--- src/rtl/vga_timing_pkg.sv ---
// Shared VGA timing definitions: the phase enum, default 640x480@60 timing
// and the helpers that derive and validate per-axis totals.
package vga_timing_pkg;

  // Position counters are 10 bits wide, so neither axis may exceed 1024.
  localparam int unsigned CNT_W     = 10;
  localparam int unsigned MAX_TOTAL = 1 << CNT_W;

  localparam int unsigned DEF_H_ACTIVE = 640;
  localparam int unsigned DEF_H_FRONT  = 16;
  localparam int unsigned DEF_H_SYNC   = 96;
  localparam int unsigned DEF_H_BACK   = 48;
  localparam int unsigned DEF_V_ACTIVE = 480;
  localparam int unsigned DEF_V_FRONT  = 10;
  localparam int unsigned DEF_V_SYNC   = 2;
  localparam int unsigned DEF_V_BACK   = 33;

  // One axis walks through these phases in order and then wraps.
  typedef enum logic [1:0] {
    PH_ACTIVE = 2'd0,
    PH_FRONT  = 2'd1,
    PH_SYNC   = 2'd2,
    PH_BACK   = 2'd3
  } phase_e;

  function automatic int unsigned axis_total(input int unsigned active,
                                             input int unsigned front,
                                             input int unsigned sync,
                                             input int unsigned back);
    return active + front + sync + back;
  endfunction

  // Legal when every phase has at least one unit and the total fits CNT_W.
  function automatic bit axis_legal(input int unsigned active,
                                    input int unsigned front,
                                    input int unsigned sync,
                                    input int unsigned back);
    return (active != 0) && (front != 0) && (sync != 0) && (back != 0) &&
           (axis_total(active, front, sync, back) <= MAX_TOTAL);
  endfunction

  localparam int unsigned DEF_H_TOTAL =
    axis_total(DEF_H_ACTIVE, DEF_H_FRONT, DEF_H_SYNC, DEF_H_BACK);
  localparam int unsigned DEF_V_TOTAL =
    axis_total(DEF_V_ACTIVE, DEF_V_FRONT, DEF_V_SYNC, DEF_V_BACK);

endpackage

--- src/rtl/vga_axis_counter.sv ---
// One timing axis: a position counter wrapping at TOTAL-1, a phase machine
// ACTIVE -> FRONT -> SYNC -> BACK that always describes the current count,
// and a wrap strobe for cascading into the next axis.
module vga_axis_counter
  import vga_timing_pkg::*;
#(
  parameter int unsigned ACTIVE = DEF_H_ACTIVE,
  parameter int unsigned FRONT  = DEF_H_FRONT,
  parameter int unsigned SYNC   = DEF_H_SYNC,
  parameter int unsigned BACK   = DEF_H_BACK
) (
  input  logic             clk,
  input  logic             rst_n,
  input  logic             i_clear,
  input  logic             i_step,
  output logic [CNT_W-1:0] o_count,
  output phase_e           o_phase,
  output logic             o_wrap
);

  localparam int unsigned TOTAL = axis_total(ACTIVE, FRONT, SYNC, BACK);

  if (!axis_legal(ACTIVE, FRONT, SYNC, BACK)) begin : g_bad_timing
    $error("vga_axis_counter: zero-length phase or total above %0d", MAX_TOTAL);
  end

  // Last count of each phase; the machine advances when its phase ends.
  localparam logic [CNT_W-1:0] LAST_ACTIVE = CNT_W'(ACTIVE - 1);
  localparam logic [CNT_W-1:0] LAST_FRONT  = CNT_W'(ACTIVE + FRONT - 1);
  localparam logic [CNT_W-1:0] LAST_SYNC   = CNT_W'(ACTIVE + FRONT + SYNC - 1);
  localparam logic [CNT_W-1:0] LAST_COUNT  = CNT_W'(TOTAL - 1);

  logic [CNT_W-1:0] count_q, count_d;
  phase_e           phase_q, phase_d;
  logic             at_last;

  assign at_last = (count_q == LAST_COUNT);

  // Next count and phase: clear wins, otherwise advance on step.
  always_comb begin
    // NOTE: every variable gets a default first so no path leaves it
    // unassigned, which would otherwise infer a latch.
    count_d = count_q;
    phase_d = phase_q;
    if (i_clear) begin
      count_d = '0;
      phase_d = PH_ACTIVE;
    end else if (i_step) begin
      count_d = at_last ? '0 : count_q + 1'b1;
      unique case (phase_q)
        PH_ACTIVE: if (count_q == LAST_ACTIVE) phase_d = PH_FRONT;
        PH_FRONT:  if (count_q == LAST_FRONT)  phase_d = PH_SYNC;
        PH_SYNC:   if (count_q == LAST_SYNC)   phase_d = PH_BACK;
        PH_BACK:   if (at_last)                phase_d = PH_ACTIVE;
      endcase
    end
  end

  // Count and phase registers.
  always_ff @(posedge clk or negedge rst_n) begin
    // NOTE: sequential state uses non-blocking assignments so every flop
    // samples pre-edge values regardless of statement order.
    if (!rst_n) begin
      count_q <= '0;
      phase_q <= PH_ACTIVE;
    end else begin
      count_q <= count_d;
      phase_q <= phase_d;
    end
  end

  assign o_count = count_q;
  assign o_phase = phase_q;
  assign o_wrap  = i_step && !i_clear && at_last;

endmodule

--- src/rtl/vga_sync_gen.sv ---
// VGA sync generator: a horizontal axis counter cascaded into a vertical one,
// decoded into sync, active and tick strobes. All outputs are registered and
// describe the internal position held before the edge (one cycle latency).
module vga_sync_gen
  import vga_timing_pkg::*;
#(
  parameter int unsigned H_ACTIVE        = DEF_H_ACTIVE,
  parameter int unsigned H_FRONT         = DEF_H_FRONT,
  parameter int unsigned H_SYNC          = DEF_H_SYNC,
  parameter int unsigned H_BACK          = DEF_H_BACK,
  parameter int unsigned V_ACTIVE        = DEF_V_ACTIVE,
  parameter int unsigned V_FRONT         = DEF_V_FRONT,
  parameter int unsigned V_SYNC          = DEF_V_SYNC,
  parameter int unsigned V_BACK          = DEF_V_BACK,
  parameter bit          SYNC_ACTIVE_LOW = 1'b1
) (
  input  logic             i_Clk,
  input  logic             i_Rst_L,
  input  logic             i_Enable,
  output logic             o_HSync,
  output logic             o_VSync,
  output logic             o_Active,
  output logic [CNT_W-1:0] o_Col,
  output logic [CNT_W-1:0] o_Row,
  output logic             o_LineTick,
  output logic             o_NewFrameTick
);

  localparam int unsigned H_TOTAL = axis_total(H_ACTIVE, H_FRONT, H_SYNC, H_BACK);
  localparam int unsigned V_TOTAL = axis_total(V_ACTIVE, V_FRONT, V_SYNC, V_BACK);

  if (!axis_legal(H_ACTIVE, H_FRONT, H_SYNC, H_BACK) ||
      !axis_legal(V_ACTIVE, V_FRONT, V_SYNC, V_BACK)) begin : g_bad_timing
    $error("vga_sync_gen: illegal timing (H_TOTAL=%0d V_TOTAL=%0d)", H_TOTAL, V_TOTAL);
  end

  localparam logic             SYNC_ON   = SYNC_ACTIVE_LOW ? 1'b0 : 1'b1;
  localparam logic             SYNC_OFF  = ~SYNC_ON;
  localparam logic [CNT_W-1:0] FRAME_ROW = CNT_W'(V_ACTIVE);

  logic [CNT_W-1:0] h_count, v_count;
  phase_e           h_phase, v_phase;
  logic             h_wrap, v_wrap_unused;
  logic             run_clear;

  // Dropping enable parks both axes at (0,0)/ACTIVE on the next edge.
  assign run_clear = !i_Enable;

  vga_axis_counter #(
    .ACTIVE (H_ACTIVE),
    .FRONT  (H_FRONT),
    .SYNC   (H_SYNC),
    .BACK   (H_BACK)
  ) u_h_axis (
    .clk     (i_Clk),
    .rst_n   (i_Rst_L),
    .i_clear (run_clear),
    .i_step  (i_Enable),
    .o_count (h_count),
    .o_phase (h_phase),
    .o_wrap  (h_wrap)
  );

  // The row advances only on the column wrap.
  vga_axis_counter #(
    .ACTIVE (V_ACTIVE),
    .FRONT  (V_FRONT),
    .SYNC   (V_SYNC),
    .BACK   (V_BACK)
  ) u_v_axis (
    .clk     (i_Clk),
    .rst_n   (i_Rst_L),
    .i_clear (run_clear),
    .i_step  (i_Enable && h_wrap),
    .o_count (v_count),
    .o_phase (v_phase),
    .o_wrap  (v_wrap_unused)
  );

  logic             hsync_q, hsync_d;
  logic             vsync_q, vsync_d;
  logic             active_q, active_d;
  logic             line_tick_q, line_tick_d;
  logic             frame_tick_q, frame_tick_d;
  logic [CNT_W-1:0] col_q, col_d;
  logic [CNT_W-1:0] row_q, row_d;

  // Decode the current position; idle values whenever the generator is held.
  always_comb begin
    hsync_d      = SYNC_OFF;
    vsync_d      = SYNC_OFF;
    active_d     = 1'b0;
    line_tick_d  = 1'b0;
    frame_tick_d = 1'b0;
    col_d        = '0;
    row_d        = '0;
    if (i_Enable) begin
      hsync_d      = (h_phase == PH_SYNC) ? SYNC_ON : SYNC_OFF;
      vsync_d      = (v_phase == PH_SYNC) ? SYNC_ON : SYNC_OFF;
      active_d     = (h_phase == PH_ACTIVE) && (v_phase == PH_ACTIVE);
      line_tick_d  = (h_count == '0);
      frame_tick_d = (h_count == '0) && (v_count == FRAME_ROW);
      col_d        = h_count;
      row_d        = v_count;
    end
  end

  // Output registers, all aligned to the same pixel.
  always_ff @(posedge i_Clk or negedge i_Rst_L) begin
    if (!i_Rst_L) begin
      hsync_q      <= SYNC_OFF;
      vsync_q      <= SYNC_OFF;
      active_q     <= 1'b0;
      line_tick_q  <= 1'b0;
      frame_tick_q <= 1'b0;
      col_q        <= '0;
      row_q        <= '0;
    end else begin
      hsync_q      <= hsync_d;
      vsync_q      <= vsync_d;
      active_q     <= active_d;
      line_tick_q  <= line_tick_d;
      frame_tick_q <= frame_tick_d;
      col_q        <= col_d;
      row_q        <= row_d;
    end
  end

  assign o_HSync        = hsync_q;
  assign o_VSync        = vsync_q;
  assign o_Active       = active_q;
  assign o_LineTick     = line_tick_q;
  assign o_NewFrameTick = frame_tick_q;
  assign o_Col          = col_q;
  assign o_Row          = row_q;

endmodule
--- config.mk ---
export PLATFORM = sky130hd
export DESIGN_NAME = vga_sync_gen
export DESIGN_NICKNAME = d
export VERILOG_FILES = /design/src/rtl/vga_timing_pkg.sv /design/src/rtl/vga_axis_counter.sv /design/src/rtl/vga_sync_gen.sv
export SDC_FILE = /design/constraint.sdc
export NUM_CORES = 1
export LEC_CHECK = 0
export CAP_MARGIN = 10
export CORE_ASPECT_RATIO = 1.1
export CORE_MARGIN = 1.5
export CORE_UTILIZATION = 30
export CTS_BUF_LIST = sky130_fd_sc_hd__clkbuf_8
export DETAILED_ROUTE_END_ITERATION = 12
export PLACE_DENSITY = 0.55
export REMOVE_ABC_BUFFERS = 1
export SYNTH_ARGS = -nofsm -noshare
export SYNTH_HDL_FRONTEND = slang
export SYNTH_SLANG_ARGS = --single-unit
--- constraint.sdc ---
create_clock -name i_Clk -period 4.1 [get_ports i_Clk]
set_input_delay 0.82 -clock i_Clk [delete_from_list [all_inputs] [get_ports i_Clk]]
set_output_delay 0.82 -clock i_Clk [all_outputs]
set_load 0.05 [all_outputs]
==> summary.txt <==
Run status
  – Status: completed

Setup path
  – Critical Path AT: between 1.5 and 2 ns
  – Req. time, crit path: approximately 3.3 ns
  – CP delay by family, top: buffers and inverters
  – Crit path kind: reg2out
  – Worst setup SP type: flip-flop
  – R2r setup slk: 2.03 ns
  – Slowest CP cell: clkdlybuf4s50_1
  – Max FO, Critical Path: 1
  – Cell Chain, Critical Path: clkdlybuf4s50_1
  – Critical Path Max Stage Delay: around 0.80 ns
  – CP Capture Type: output pin
  – Worst path bufs/invs: 1

Floorplanning
  – Die X-Extent: approximately 88 µm
  – Core box area: ~7600 µm²
  – Die Y: 96.2 µm
  – Io pins: 28
  – Row count: 33
  – Initial core utilization: a little under a third
  – Full die area: ~8400 µm²

Power
  – Total power: 0.909 mW
  – P_leak: about 1.2 nW
  – Worst vdd ir: around 170 µV
  – PD cells: about 320 nW/µm²

Timing
  – Final setup vio count: 0
  – Final Skew: ~0.0056 ns
  – Setup tns final: 0 ns
  – Final Hold Viols: 0
  – Crit path time final: around 2.5 ns
  – RSZ-0062 raised after global routing: false
  – Maximum clock frequency: between 400 and 500 MHz
  – Hold slack: approximately 0.39 ns
  – Fin. max-slew vios: 0
  – Slew @ Worst Pin: between 0.5 and 0.6 ns
  – Final Cycle Share: about three fifths
  – Rel. slew slack: between 60 and 70%
  – Final setup margin: between 1.5 and 2 ns

Routing
  – Drt drc: 0
  – Routed length per instance: roughly 13 µm
  – Pre-Repair DR Iteration Count: 4
  – Post-DRT Antenna Nets: 0
  – Vias: ~1.6k
  – Initial DRC count: around 210
  – Drt total wl: roughly 4600 µm
  – Post-DR vias/cell: ~4.7

Global routing
  – Vias in the first global route: roughly 1.7k
  – First-pass GRT wire length: 8110 µm
  – Largest net degree at the start of global routing: 50
  – Initial antenna violation count: 0
  – Grt ovf: 0
  – Total GRT Usage: 12.5%

Cells and area
  – Register Area: 1230 µm²
  – # diodes: 0
  – Fin area: between 2000 and 3000 µm²
  – Syn-to-layout area delta: 18.8%
  – Final #Nets: between 200 and 300
  – Fill cells: between 700 and 800
  – Fraction of layout instances using a drive strength above 1: around 8%
  – Multi-input gate area: 1030 µm²

Placed design
  – Placed Area: 2700 µm²
  – Detail Placement HPWL: around 3000 µm
  – GP Congestion: ~0.8
  – # port buffers: 27
  – Place WS: 1.45 ns

Logic synthesis
  – Synthesized instance count: 219
  – EDFF count, synth: 0
  – Synthesized flop and latch total: a little under 50
  – Async SR Flop Fraction: 100%
  – Synth cell types: 49
  – Synth Area per Inst: 10.8 µm²
  – Ranking of synthesized cells by area: dfrtp_1, ha_1, and2_1
  – Dominant cell type by area after synthesis: dfrtp_1
  – Syn Std Cell Area: 2370 µm²
  – Top cells by count, synth: dfrtp_1, nor2_1, and2_1
  – Synth Flop Type: dfrtp_1
  – Post-synth top area share: approximately half
  – Synth Warn #: 0
  – Seq/Total Area, Yosys: roughly half
  – Top-count cell post-synth: dfrtp_1

Hold path
  – Worst Hold Class: in2async

Clocking
  – Worst-path clk slew: about 0.090 ns
  – Cts hold-fix bufs: 0
  – CTS tree: yes
  – Total CTS buffers: 5
  – CTS Buffer Depth: 2
  – Postcts setup bufs: 0
  – Root Buffer Master: clkbuf_8
  – Post-CTS sizing: 0
  – Count of clock tree sinks: just under 50
  – H-tree depth: 2
  – Clk Latency, worst-skew pair: 0.30 ns

Flow run
  – Max Cap Violations: 0
## cells in the final DEF (no fill, tap or decap), types with 3 or more instances in the layout
| cell | n |
|---|---|
| dfrtp_1 | 47 |
| clkdlybuf4s50_1 | 26 |
| nor2_1 | 23 |
| and2_1 | 16 |
| ha_1 | 13 |
| inv_1 | 12 |
| nand2_1 | 11 |
| o21ai_1 | 10 |
| and3_1 | 9 |
| nand3_1 | 9 |
| xor2_1 | 5 |
| xnor2_1 | 5 |
| clkbuf_8 | 5 |
| nand4_1 | 3 |
| o31ai_1 | 3 |
## path summary, 6_finish.rpt
check                                     from                   to  cells after the start
setup reg to reg           u_h_axis.o_count[0]  u_v_axis.o_count[4]                      6
max in group asynchronous              i_Rst_L              o_HSync                      2
hold / removal                         i_Rst_L             o_Row[1]                      1
setup / recovery                       o_VSync              o_VSync                      1
min in group i_Clk         u_h_axis.o_count[0]  u_h_axis.o_count[0]                      1
hold reg to reg            u_h_axis.o_count[0]  u_h_axis.o_count[0]                      1
## sequential cells by signal, indices dropped and copies added, names as in the netlist
register / count
o_Active: 1
o_Col: 10
o_HSync: 1
o_LineTick: 1
o_NewFrameTick: 1
o_Row: 10
o_VSync: 1
u_h_axis.o_count: 10
u_h_axis.o_phase: 2
u_v_axis.o_count: 10
u_v_axis.o_phase: 2
## metal layers
layer  up-vias  share of wire, %  track usage (%)
met4         0               1.9             6.22
met2        48                45             19.2
met3         5               3.8             2.49
li1        808                 -                -
met5         -                 0                0
met1       772                49             16.8
## cell families after synthesis
group	Yosys count	synth area share, %
AOI/OAI and AO/OA	29	9.04
DFF	49	51.9
buffers and inverters	23	4.76
xor gates and xnor gates	10	3.70
muxes	2	0.846
and+or+nand+nor	93	22.9
adders and majority gates	13	6.87
## metrics by stage
step,cells,util (%)
2_1_floorplan,208,-
3_3_place_gp,341,35.8
3_5_place_dp,341,35.8
4_1_cts,349,36.9
5_1_grt,350,37.2
6_report,350,37.2
## report_power, final
| group | internal [mW] | switching [mW] |
|---|---|---|
| Combinational | 0.0436 | 0.0743 |
| Clock | 0.118 | 0.161 |
| Sequential | 0.499 | 0.0134 |
## area by class of cell
cell class | count | share of cell area, %
clock buffer | 5 | 2.45
clock inverter | 3 | 0.668
inverter | 12 | 1.60
multi-input combinational | 147 | 36.5
sequential | 49 | 43.7
tap | 105 | 4.67
timing repair buffer | 29 | 10.4
(Power assumes the default switching activity.)
